<file path="src/rtl/serial_addsub_pkg.sv">
// Shared types for the bit-serial adder/subtractor: FSM states, a_ns encodings, majority helper.
// No logic of its own; imported by the slice, the top and the bench.
package serial_addsub_pkg;

    typedef enum logic [1:0] {
        IDLE = 2'd0,
        RUN  = 2'd1,
        DONE = 2'd2
    } state_t;

    localparam logic OP_ADD = 1'b1;
    localparam logic OP_SUB = 1'b0;

    function automatic logic maj(input logic x, input logic y, input logic z);
        return (x & y) | (x & z) | (y & z);
    endfunction

endpackage

</file>
<file path="src/rtl/serial_addsub_if.sv">
// Operand/result handshake bundle for serial_addsub; master = producer/consumer side, slave = block.
// Optional SERIAL_ADDSUB_OVF_EN adds the ovf result flag.
interface serial_addsub_if #(
    parameter int WIDTH = 8
);
    logic             in_valid;
    logic             in_ready;
    logic [WIDTH-1:0] a;
    logic [WIDTH-1:0] b;
    logic             a_ns;
    logic             out_valid;
    logic             out_ready;
    logic [WIDTH-1:0] result;
    logic             cout;
`ifdef SERIAL_ADDSUB_OVF_EN
    logic             ovf;

    modport master (output in_valid, a, b, a_ns, out_ready,
                    input  in_ready, out_valid, result, cout, ovf);
    modport slave  (input  in_valid, a, b, a_ns, out_ready,
                    output in_ready, out_valid, result, cout, ovf);
`else
    modport master (output in_valid, a, b, a_ns, out_ready,
                    input  in_ready, out_valid, result, cout);
    modport slave  (input  in_valid, a, b, a_ns, out_ready,
                    output in_ready, out_valid, result, cout);
`endif
endinterface

</file>
<file path="src/rtl/serial_addsub_fas.sv">
// One-bit full adder/subtractor slice (a_ns=1 add, 0 subtract with borrow).
// Latency: combinational.
// Backpressure: none, pure function of its inputs.
module serial_addsub_fas
    import serial_addsub_pkg::*;
(
    input  logic a,
    input  logic b,
    input  logic cin,
    input  logic a_ns,
    output logic s,
    output logic cout
);

    assign s = a ^ b ^ cin;

    // Borrow is the carry of the same slice with A inverted; B is never inverted.
    assign cout = (a_ns == OP_ADD) ? maj(a, b, cin) : maj(~a, b, cin);

endmodule

</file>
<file path="src/rtl/serial_addsub.sv">
// Bit-serial WIDTH-bit add/subtract, LSB first through one slice; optional SERIAL_ADDSUB_OVF_EN adds ovf.
// Latency: WIDTH+1 clocks from acceptance edge to out_valid; one op per WIDTH+2 clocks.
// Backpressure: in_ready only in IDLE; DONE holds result/cout until out_ready.
module serial_addsub
    import serial_addsub_pkg::*;
#(
    parameter  int WIDTH = 8,
    localparam int CNT_W = $clog2(WIDTH)
) (
    input  logic clk,
    input  logic rst_n,
    serial_addsub_if.slave bus
);

    state_t             state_q;
    state_t             state_d;
    logic               in_rdy;
    logic               out_vld;

    logic [WIDTH-1:0]   a_sr;
    logic [WIDTH-1:0]   b_sr;
    logic [WIDTH-1:0]   res_sr;
    logic               carry_q;
    logic               op_q;
    logic [CNT_W-1:0]   cnt_q;
    logic               last_bit;

    logic               fas_s;
    logic               fas_c;

    assign last_bit = (cnt_q == CNT_W'(WIDTH - 1));

    always_ff @(posedge clk or negedge rst_n) begin
        if (!rst_n) begin
            state_q <= IDLE;
        end else begin
            state_q <= state_d;
        end
    end

    always_comb begin
        state_d = state_q;
        in_rdy  = 1'b0;
        out_vld = 1'b0;
        case (state_q)
            IDLE: begin
                in_rdy = 1'b1;
                if (bus.in_valid) begin
                    state_d = RUN;
                end
            end
            RUN: begin
                if (last_bit) begin
                    state_d = DONE;
                end
            end
            DONE: begin
                out_vld = 1'b1;
                if (bus.out_ready) begin
                    state_d = IDLE;
                end
            end
            default: state_d = IDLE;
        endcase
    end

    assign bus.in_ready  = in_rdy;
    assign bus.out_valid = out_vld;
    assign bus.result    = res_sr;
    assign bus.cout      = carry_q;

    serial_addsub_fas u_fas (
        .a    (a_sr[0]),
        .b    (b_sr[0]),
        .cin  (carry_q),
        .a_ns (op_q),
        .s    (fas_s),
        .cout (fas_c)
    );

    // Sum bits enter from the MSB side so after WIDTH shifts bit 0 lands in res_sr[0].
    always_ff @(posedge clk or negedge rst_n) begin
        if (!rst_n) begin
            a_sr    <= '0;
            b_sr    <= '0;
            res_sr  <= '0;
            carry_q <= 1'b0;
            op_q    <= 1'b0;
            cnt_q   <= '0;
        end else begin
            case (state_q)
                IDLE: begin
                    if (bus.in_valid) begin
                        a_sr    <= bus.a;
                        b_sr    <= bus.b;
                        op_q    <= bus.a_ns;
                        carry_q <= 1'b0;
                        cnt_q   <= '0;
                    end
                end
                RUN: begin
                    a_sr    <= a_sr >> 1;
                    b_sr    <= b_sr >> 1;
                    res_sr  <= {fas_s, res_sr[WIDTH-1:1]};
                    carry_q <= fas_c;
                    cnt_q   <= cnt_q + CNT_W'(1);
                end
                default: ;
            endcase
        end
    end

`ifdef SERIAL_ADDSUB_OVF_EN
    logic a_msb_q;
    logic b_msb_q;
    logic ovf_q;

    // Operand MSBs are shifted out of a_sr/b_sr, so they are kept aside at acceptance.
    always_ff @(posedge clk or negedge rst_n) begin
        if (!rst_n) begin
            a_msb_q <= 1'b0;
            b_msb_q <= 1'b0;
            ovf_q   <= 1'b0;
        end else begin
            if (state_q == IDLE && bus.in_valid) begin
                a_msb_q <= bus.a[WIDTH-1];
                b_msb_q <= bus.b[WIDTH-1];
                ovf_q   <= 1'b0;
            end else if (state_q == RUN && last_bit) begin
                if (op_q == OP_ADD) begin
                    ovf_q <= (a_msb_q == b_msb_q) && (fas_s != a_msb_q);
                end else begin
                    ovf_q <= (a_msb_q != b_msb_q) && (fas_s != a_msb_q);
                end
            end
        end
    end

    assign bus.ovf = ovf_q;
`endif

endmodule

</file>
<file path="src/flat_wrapper.sv">
// flat-port wrapper written by rule: the top's interface ports become plain ports
module serial_addsub_flat import serial_addsub_pkg::*;
#(
    parameter  int WIDTH = 8,
    localparam int CNT_W = $clog2(WIDTH)
)
  (clk, rst_n, bus_in_valid, bus_a, bus_b, bus_a_ns, bus_out_ready, bus_in_ready, bus_out_valid, bus_result, bus_cout);
  serial_addsub_if #(.WIDTH(WIDTH)) bus_i ();
  input  logic clk;
  input  logic rst_n;
  input wire logic [$bits(bus_i.in_valid)-1:0] bus_in_valid;
  input wire logic [$bits(bus_i.a)-1:0] bus_a;
  input wire logic [$bits(bus_i.b)-1:0] bus_b;
  input wire logic [$bits(bus_i.a_ns)-1:0] bus_a_ns;
  input wire logic [$bits(bus_i.out_ready)-1:0] bus_out_ready;
  output wire logic [$bits(bus_i.in_ready)-1:0] bus_in_ready;
  output wire logic [$bits(bus_i.out_valid)-1:0] bus_out_valid;
  output wire logic [$bits(bus_i.result)-1:0] bus_result;
  output wire logic [$bits(bus_i.cout)-1:0] bus_cout;
  assign bus_i.in_valid = bus_in_valid;
  assign bus_i.a = bus_a;
  assign bus_i.b = bus_b;
  assign bus_i.a_ns = bus_a_ns;
  assign bus_i.out_ready = bus_out_ready;
  assign bus_in_ready = bus_i.in_ready;
  assign bus_out_valid = bus_i.out_valid;
  assign bus_result = bus_i.result;
  assign bus_cout = bus_i.cout;
  serial_addsub #(.WIDTH(WIDTH)) u_core (.clk(clk), .rst_n(rst_n), .bus(bus_i));
endmodule
</file>
<file path="config.mk">
export PLATFORM = sky130hd
export DESIGN_NAME = serial_addsub_flat
export DESIGN_NICKNAME = d
export VERILOG_FILES = /design/src/rtl/serial_addsub_pkg.sv /design/src/rtl/serial_addsub_if.sv /design/src/rtl/serial_addsub_fas.sv /design/src/rtl/serial_addsub.sv /design/src/flat_wrapper.sv
export SDC_FILE = /design/constraint.sdc
export NUM_CORES = 1
export LEC_CHECK = 0
export CAP_MARGIN = 10
export CELL_PAD_IN_SITES_DETAIL_PLACEMENT = 0
export CELL_PAD_IN_SITES_GLOBAL_PLACEMENT = 1
export CORE_ASPECT_RATIO = 1.25
export CORE_MARGIN = 3
export CORE_UTILIZATION = 35
export DETAILED_ROUTE_END_ITERATION = 7
export PLACE_DENSITY = 0.77
export SYNTH_ARGS = -nofsm -noshare
export SYNTH_HDL_FRONTEND = slang
export SYNTH_SLANG_ARGS = --single-unit
</file>
<file path="constraint.sdc">
create_clock -name clk -period 1.5 [get_ports clk]
set_input_delay 0.3 -clock clk [delete_from_list [all_inputs] [get_ports clk]]
set_output_delay 0.3 -clock clk [all_outputs]
set_load 0.01 [all_outputs]
</file>
-- Word level (Yosys, flattened, before mapping)
Index checks and enable logic that the tools add are counted.
- bitwise operators: 12
- add/subtract/negate cells: 1
- muxes and demuxes: 15
- reduce and logical (&&, ||, !) cells: 5
- eq/ne operators: 6
- operators by type and width (operator ; count):
    $pmux 8 s2 ; 2
    $mux 8 ; 2
    $mux 2 ; 3
    $pmux 2 s3 ; 1
    $pmux 3 s2 ; 1
    $and 1x1->1 ; 5
    $mux 1 ; 4
    $ne 2x2->1 const B ; 2
    $or 1x1->1 ; 4
    $reduce_and 2->1 ; 2
    $add 3x1->3 const B ; 1
    $eq 3x3->1 const B ; 1
    $mux 3 ; 1
    $reduce_and 3->1 ; 1
    $eq 2x1->1 const B ; 1
    $eq 2x2->1 const B ; 1
    $logic_not 2->1 ; 1
    $ne 2x1->1 const B ; 1
    $pmux 1 s2 ; 1
    $reduce_bool 2->1 ; 1
    $xor 1x1->1 ; 2
    $not 1->1 ; 1
- input bits: 21
- bits in registers: 31
- word-level logic and storage cells: 46
- output and inout port bits: 11

-- Depth between registers and ports, before layout
Gate-level depths: netlist of the first run.
- depth in word-level cells: 6
- depth in mapped cells: 5
- depth with buffers taken out: 4

-- Modules after synthesis
From an unflattened synthesis of the first run, not the netlist that was laid out.
- cell total of the unflattened synthesis: 135
- area total of the unflattened synthesis: 1472.7 µm²
- by module, submodules not included (module ; times used ; cells an instance ; area each (µm²) ; seq. area each (µm²)):
    serial_addsub ; 1 ; 126 ; 1396.3 ; 775.7
    serial_addsub_fas ; 1 ; 9 ; 76.3 ; 0.0

-- Least setup slack after synthesis of the first run
OpenSTA, ideal clock, no wires.
- kind: reg2reg
- start point: reg u_core.state_q[0]
- end point: reg u_core.a_sr[3]
- clock period less this slack: 1.346 ns
- path buffers: 1
- setup slack: 0.154 ns
- cell stages (with the launch flop): 5
- arrival time: 1.221 ns
- cell sequence: dfrtp_1 > nor3b_4 > buf_12 > mux2i_1 > o21ai_2
- word-level cells in the longest chain between the ends: 3
- elaborated cells between the ends (all ways): 6
- ends and longest elaborated chain (what ; RTL line ; text):
    start: declaration ; serial_addsub.sv:15 ; state_t state_q;
    start signal: assignment ; serial_addsub.sv:37 ; state_q <= state_d;
    $eq 2x1->1 or $logic_not 2->1 (tied branches) ; serial_addsub.sv:91 ; case (state_q)
    $reduce_bool 2->1 (no line) or $ne 2x2->1 (tied branches) ; n/a ;
    $reduce_and 2->1 (no line) ; n/a ;
    end signal: assignment ; serial_addsub.sv:94 ; a_sr <= bus.a;
    end signal: assignment ; serial_addsub.sv:102 ; a_sr <= a_sr >> 1;
    end: declaration ; serial_addsub.sv:20 ; logic [WIDTH-1:0] a_sr;
Parallel ways exist; a longest one is shown, timed or not.
A chain may end at the register's enable or synchronous reset.

-- Final worst setup path of the first run
- start point: reg u_core.state_q[1]
- end point: out bus_out_valid
- word-level cells in the longest chain between the ends: 2
- ends and longest elaborated chain (what ; RTL line ; text):
    $eq 2x2->1 ; serial_addsub.sv:45 ; case (state_q)
    $mux 1 ; serial_addsub.sv:45 ;
    end: declaration ; flat_wrapper.sv:17 ; output wire logic [$bits(bus_i.out_valid)-1:0] bus_out_valid;
Every way passes these cells.

==> impl_metrics.tcl, run 1 <==
set metrics [dict create \
    fin_crit_sh 0.975 \
    worstPathMaxFanout 4 \
    pre_cts_slack_ns -0.206 \
    setup_ws_ns 0.0377 \
    clk_path_buf_depth 2 \
    slew_violations 0 \
    htreeDepth 2 \
    cts_hold_buf 0 \
    insertion_delay_ns 0.28 \
    ys_seq_elements 31 \
    cp-end-kind "output pin" \
    core_area_um2 3910 \
    yosysSeqAreaShare 0.527 \
    crit_type "reg2out" \
    first_global_vias 1102 \
    worstPathRequired_ns 1.20 \
    fmax_ghz 0.684 \
    worst_pin_slew_ns 0.326 \
    nets 207 \
    worst_setup_path_start_kind "flip-flop" \
    diodes 0 \
    ys_types 27 \
    start_util 0.376 \
    synthesis.instances 140 \
    met2_length_um 1560 \
    pwr_density_cell_nw_per_um2 1880 \
    cts_sinks 31 \
    slew_headroom 0.783 \
    maxCapViolations 0 \
    ys.warnings.count 0 \
    synth_largest_area_cell "dfrtp_1" \
    final_common_cell "nand2_1" \
    hold_violations 0 \
    reg2regPathDepth 6 \
    yosys.area.top_type_share 0.527 \
    grt_pass1_wl_um 4820 \
    numPortBuffers 31 \
    dr.pass1.iters 4 \
    synth_enable_flop_cells 0 \
    finClkSkew_ns 0.00623 \
    drt_wl_total_um 3040 \
    netlist_area_um2 1470 \
    die-area_um2 5020 \
    viasPerCell 4.67 \
    ios 32 \
    cts_buffers 5 \
    status "finished clean" \
    holdWs_ns 0.377 \
    wl_met1_um 1340 \
    antenna_found_initial 0 \
    post-route-drc-count 0 \
    syn_to_final_growth_pct 42.2 \
    top_layer "met4" \
    dieWidth_um 64.0 \
    cts_root_buf "clkbuf_8" \
    drt_iter0_markers 51 \
    place_congestion 0.709 \
    clkSlewWorstSetupHoldPaths_ns 0.07 \
    vias 1102 \
    die_h_um 78.5 \
    setup_viol_count_final 0 \
    grt_usage 0.123 \
    final_cell_mix "nand2_1 (45), dfrtp_1 (30), clkdlybuf4s50_1 (21)" \
    irDropWorstVdd_mv 0.853 \
    p_leak_nw 0.978 \
    post-dp-hpwl_um 2060 \
    syn_nets 165 \
    route.met3.wl_um 94 \
    grt_max_degree 32 \
    ys_async_sr_fraction 1.00 \
    synth_area_leaders "dfrtp_1 (53%), nand2_1 (11%), mux2i_1 (8.8%)" \
    grt-ovfl-total 0 \
    cts_tree "built" \
    synth_area_per_cell_um2 10.5 \
    min_path_type "in2async" \
    fp-row-count 25 \
    drt-wirelength-per-cell_um 12.9 \
    drive_above_1_share 0.214 \
    synth_ff_type "dfrtp_1" \
    crit_arrival_ns 1.16 \
    fin_crit_ns 1.46 \
    drtAntennaViolNets 0 \
]
[metal layers]
| metal | track usage | vias to the layer above |
|---|---|---|
| met3 | 0.0258 | 5 |
| met5 | 0 | - |
| li1 | - | 551 |
| met4 | 0.0518 | 0 |
| met1 | 0.139 | 522 |
| met2 | 0.220 | 24 |
[synth_stat cells (2+ instances only)]
library cell and count:
nand2b_1 2, mux2i_1 13, o21ai_1 4, inv_1 2
dfrtp_1 31, nand2_1 45, buf_4 3, o21ai_2 9
buf_2 3, ha_1 4, o21ai_0 8
[repair_timing]
action,in CTS,in global routing
pin swaps,0,1
gates resized for setup,7,14
endpoints found under the hold margin,0,0
buffers inserted,1,2
setup endpoints to repair,6,11
gates cloned,0,2
[layout make-up]
type | instances | area (um^2)
clock buffers | 6 | 82.6
clock inverters | 1 | 5.00
fillers | 365 | 1820
inverters | 2 | 7.51
multi-input cells | 99 | 659
flip-flops and latches | 31 | 777
well taps | 54 | 67.6
repair buffers | 43 | 493
[power by group]
group	switching, W	internal [W]
Clock	0.000291	0.000359
Sequential	0.000228	0.00118
Combinational	0.000922	0.000949
Total	0.00144	0.00249
[registers in the layout (all words and copies together), names as in the netlist]
signal	count
u_core.cnt_q	3
u_core.bus.result	8
u_core.b_sr	8
u_core.state_q	2
u_core.a_sr	8
u_core.op_q	1
u_core.bus.cout	1
[metrics by stage]
stage / instance area, um^2 / TNS (ns) / total power, W / util / std cells
6_report: 2090 / 0 / 0.00393 / 0.535 / 236
5_1_grt: 2090 / -0.0119 / 0.00425 / 0.535 / 236
4_1_cts: 1960 / 0 / 0.00378 / 0.501 / 232
3_5_place_dp: 1870 / -2.52 / 0.00313 / 0.478 / 224
3_3_place_gp: 1870 / -1.98 / 0.00306 / 0.478 / 224
2_1_floorplan: 1470 / 0 / 0.00253 / - / 140
[logic make-up (layout without fill, tap and decap cells)]
family	Yosys count	in the layout	share of synthesized area
AOI/OAI and AO/OA	26	26	0.119
xor gates and xnor gates	1	1	0.00595
adders and majority gates	4	4	0.0340
buffers and inverters	10	52	0.0519
DFF	31	31	0.527
muxes	14	14	0.0961
and+or+nand+nor	54	54	0.166
[worst paths after layout]
kind	start	endpoint	slack, ns
max	u_core.state_q[1]	bus_out_valid	0.04
min	rst_n	u_core.op_q	0.38
max reg2reg	u_core.state_q[0]	u_core.b_sr[2]	0.06
min reg2reg	u_core.bus.result[0]	u_core.bus.result[0]	0.47
max in group asynchronous	rst_n	u_core.state_q[1]	0.94
min in group clk	u_core.bus.result[0]	u_core.bus.result[0]	0.47
[worst max-delay path: stages, from the launching register on]
cell and delay [ns]:
dfrtp_2 0.44, and2b_2 0.22, clkdlybuf4s15_1 0.23
Power figures use the tool's default switching activity.
==> run 2: changes to the inputs <==
- CELL_PAD_IN_SITES_DETAIL_PLACEMENT: 0 -> default
- CELL_PAD_IN_SITES_GLOBAL_PLACEMENT: 1 -> default
- PLACE_DENSITY: 0.77 -> 0.63
==> impl_metrics.tcl, run 2 (synthesized netlist as in run 1, its figures left out) <==
set metrics [dict create \
    status "finished, violations left" \
    violations "setup timing" \
    rsz0062_at_grt "true" \
    dp_cells 226 \
    slew_headroom 0.855 \
    p_leak_nw 0.998 \
    drtAntennaViolNets 0 \
    fp-row-count 25 \
    vias 1144 \
    pwr_density_cell_nw_per_um2 1870 \
    cpPeakStageDelay_ns 0.39 \
    reg2regPathDepth 7 \
    critPathTopFamily "buffers and inverters" \
    dpl_cell_area_um2 1880 \
    slew_violations 0 \
    antenna_found_initial 0 \
    place_congestion 0.720 \
    diodes 0 \
    reg2reg_to "u_core.b_sr[2]" \
    htreeDepth 2 \
    stdcell_area_um2 2100 \
    post-route-drc-count 0 \
    startpoint "u_core.state_q[1]" \
    final_common_cell "nand2_1" \
    fmax_ghz 0.661 \
    setup_viol_count_final 2 \
    fin_cells 241 \
    ios 32 \
    reg2reg_slack_ns -0.01 \
    post-dp-hpwl_um 2000 \
    maxCapViolations 0 \
    cts_root_buf "clkbuf_8" \
    syn_to_final_growth_pct 42.9 \
    regToRegStartpoint "u_core.state_q[1]" \
    crit_slowest_cell "dfrtp_1" \
    worst-path-stages 7 \
    drive_above_1_share 0.235 \
    cts_sinks 31 \
    cts_hold_buf 0 \
    holdWs_ns 0.382 \
    final_cell_mix "nand2_1 (45), dfrtp_1 (31), clkdlybuf4s50_1 (20)" \
    path_buf_inv 4 \
    cts_buffers 5 \
    start_util 0.376 \
    fin_crit_sh 1.01 \
    crit_end "u_core.b_sr[2]" \
    core_area_um2 3910 \
    viasPerCell 4.75 \
    clk_path_buf_depth 2 \
    setup_ws_ns -0.0133 \
    fin_crit_ns 1.51 \
    dieWidth_um 64.0 \
    insertion_delay_ns 0.28 \
    grt-ovfl-total 0 \
    worstPathRequired_ns 1.67 \
    grt_pass1_wl_um 4940 \
    worst_setup_path_start_kind "flip-flop" \
    die_h_um 78.5 \
    worst_pin_slew_ns 0.214 \
    crit_type "reg2reg" \
    dr.pass1.iters 4 \
    nets 212 \
    min_path_type "in2async" \
    worstPathMaxFanout 5 \
    clkSlewWorstSetupHoldPaths_ns 0.06 \
    numPortBuffers 31 \
    drt-wirelength-per-cell_um 12.6 \
    first_global_vias 1115 \
    finClkSkew_ns 0.00232 \
    drt_wl_total_um 3030 \
    grt_max_degree 32 \
    crit_arrival_ns 1.68 \
    die-area_um2 5020 \
    crit_path_cell_trace "buf_6 -> buf_6 -> nor3b_4 -> buf_6 -> clkbuf_16 -> mux2i_2 -> o21ai_2" \
    grt_usage 0.128 \
    drt_iter0_markers 35 \
    crit_top_cell "buf_6" \
    irDropWorstVdd_mv 0.760 \
    cts_tree "built" \
    setup_tns_ns -0.0144 \
    cp-end-kind "flip-flop" \
    pre_cts_slack_ns -0.181 \
    hold_violations 0 \
]
## run 2: how the worst min path moves through the flow
stage	startpoint	endpoint	slack [ns]	cells past startpoint
floorplan	rst_n	u_core.a_sr[0]	0.004	0
global placement	u_core.bus.result[0]	u_core.bus.result[0]	0.46	2
detailed placement	u_core.bus.result[0]	u_core.bus.result[0]	0.47	2
CTS	rst_n	u_core.cnt_q[0]	0.38	2
global route	rst_n	u_core.cnt_q[1]	0.39	2
finish	rst_n	u_core.cnt_q[0]	0.38	2
## run 2: what timing repair did
action / CTS / global route
pin swaps: 1 / 2
resized for setup: 12 / 16
endpoints found under the setup margin: 9 / 22
setup buffers: 4 / 2
cloned: 0 / 3
## run 2: stage by stage
stage	power (W)	utilization
after global placement	0.00306	0.480
after CTS	0.00380	0.508
after floorplan	0.00253	-
final	0.00392	0.538
after global routing	0.00423	0.538
after detailed placement	0.00312	0.480
## run 2: layout make-up
type	count	area (um^2)
flip-flops and latches	31	776
clock buffers	6	82.6
inverters	2	7.51
clock inverters	1	5.00
repair buffers	48	509
well taps	54	67.6
multi-input cells	99	654
fillers	369	1810
## run 2: worst register-to-register path, stage by stage (launching register included)
cell and delay (ns):
dfrtp_1 0.39, buf_6 0.13, buf_6 0.11, nor3b_4 0.16
buf_6 0.16, clkbuf_16 0.16, mux2i_2 0.22, o21ai_2 0.08
## run 2: per-layer routing
layer  routed length [um]  part of all wire  vias up  global-route usage
met1                 1270              0.42      548               0.148
met4                   24            0.0079        0              0.0583
met5                    0                 0        -                   0
met2                 1530              0.50       38               0.206
li1                     -                 -      556                   -
met3                  211             0.070        2              0.0501
## run 2: power breakdown
group | internal, W | switching, W
Combinational | 0.000948 | 0.000913
Clock | 0.000359 | 0.000301
Sequential | 0.00118 | 0.000222
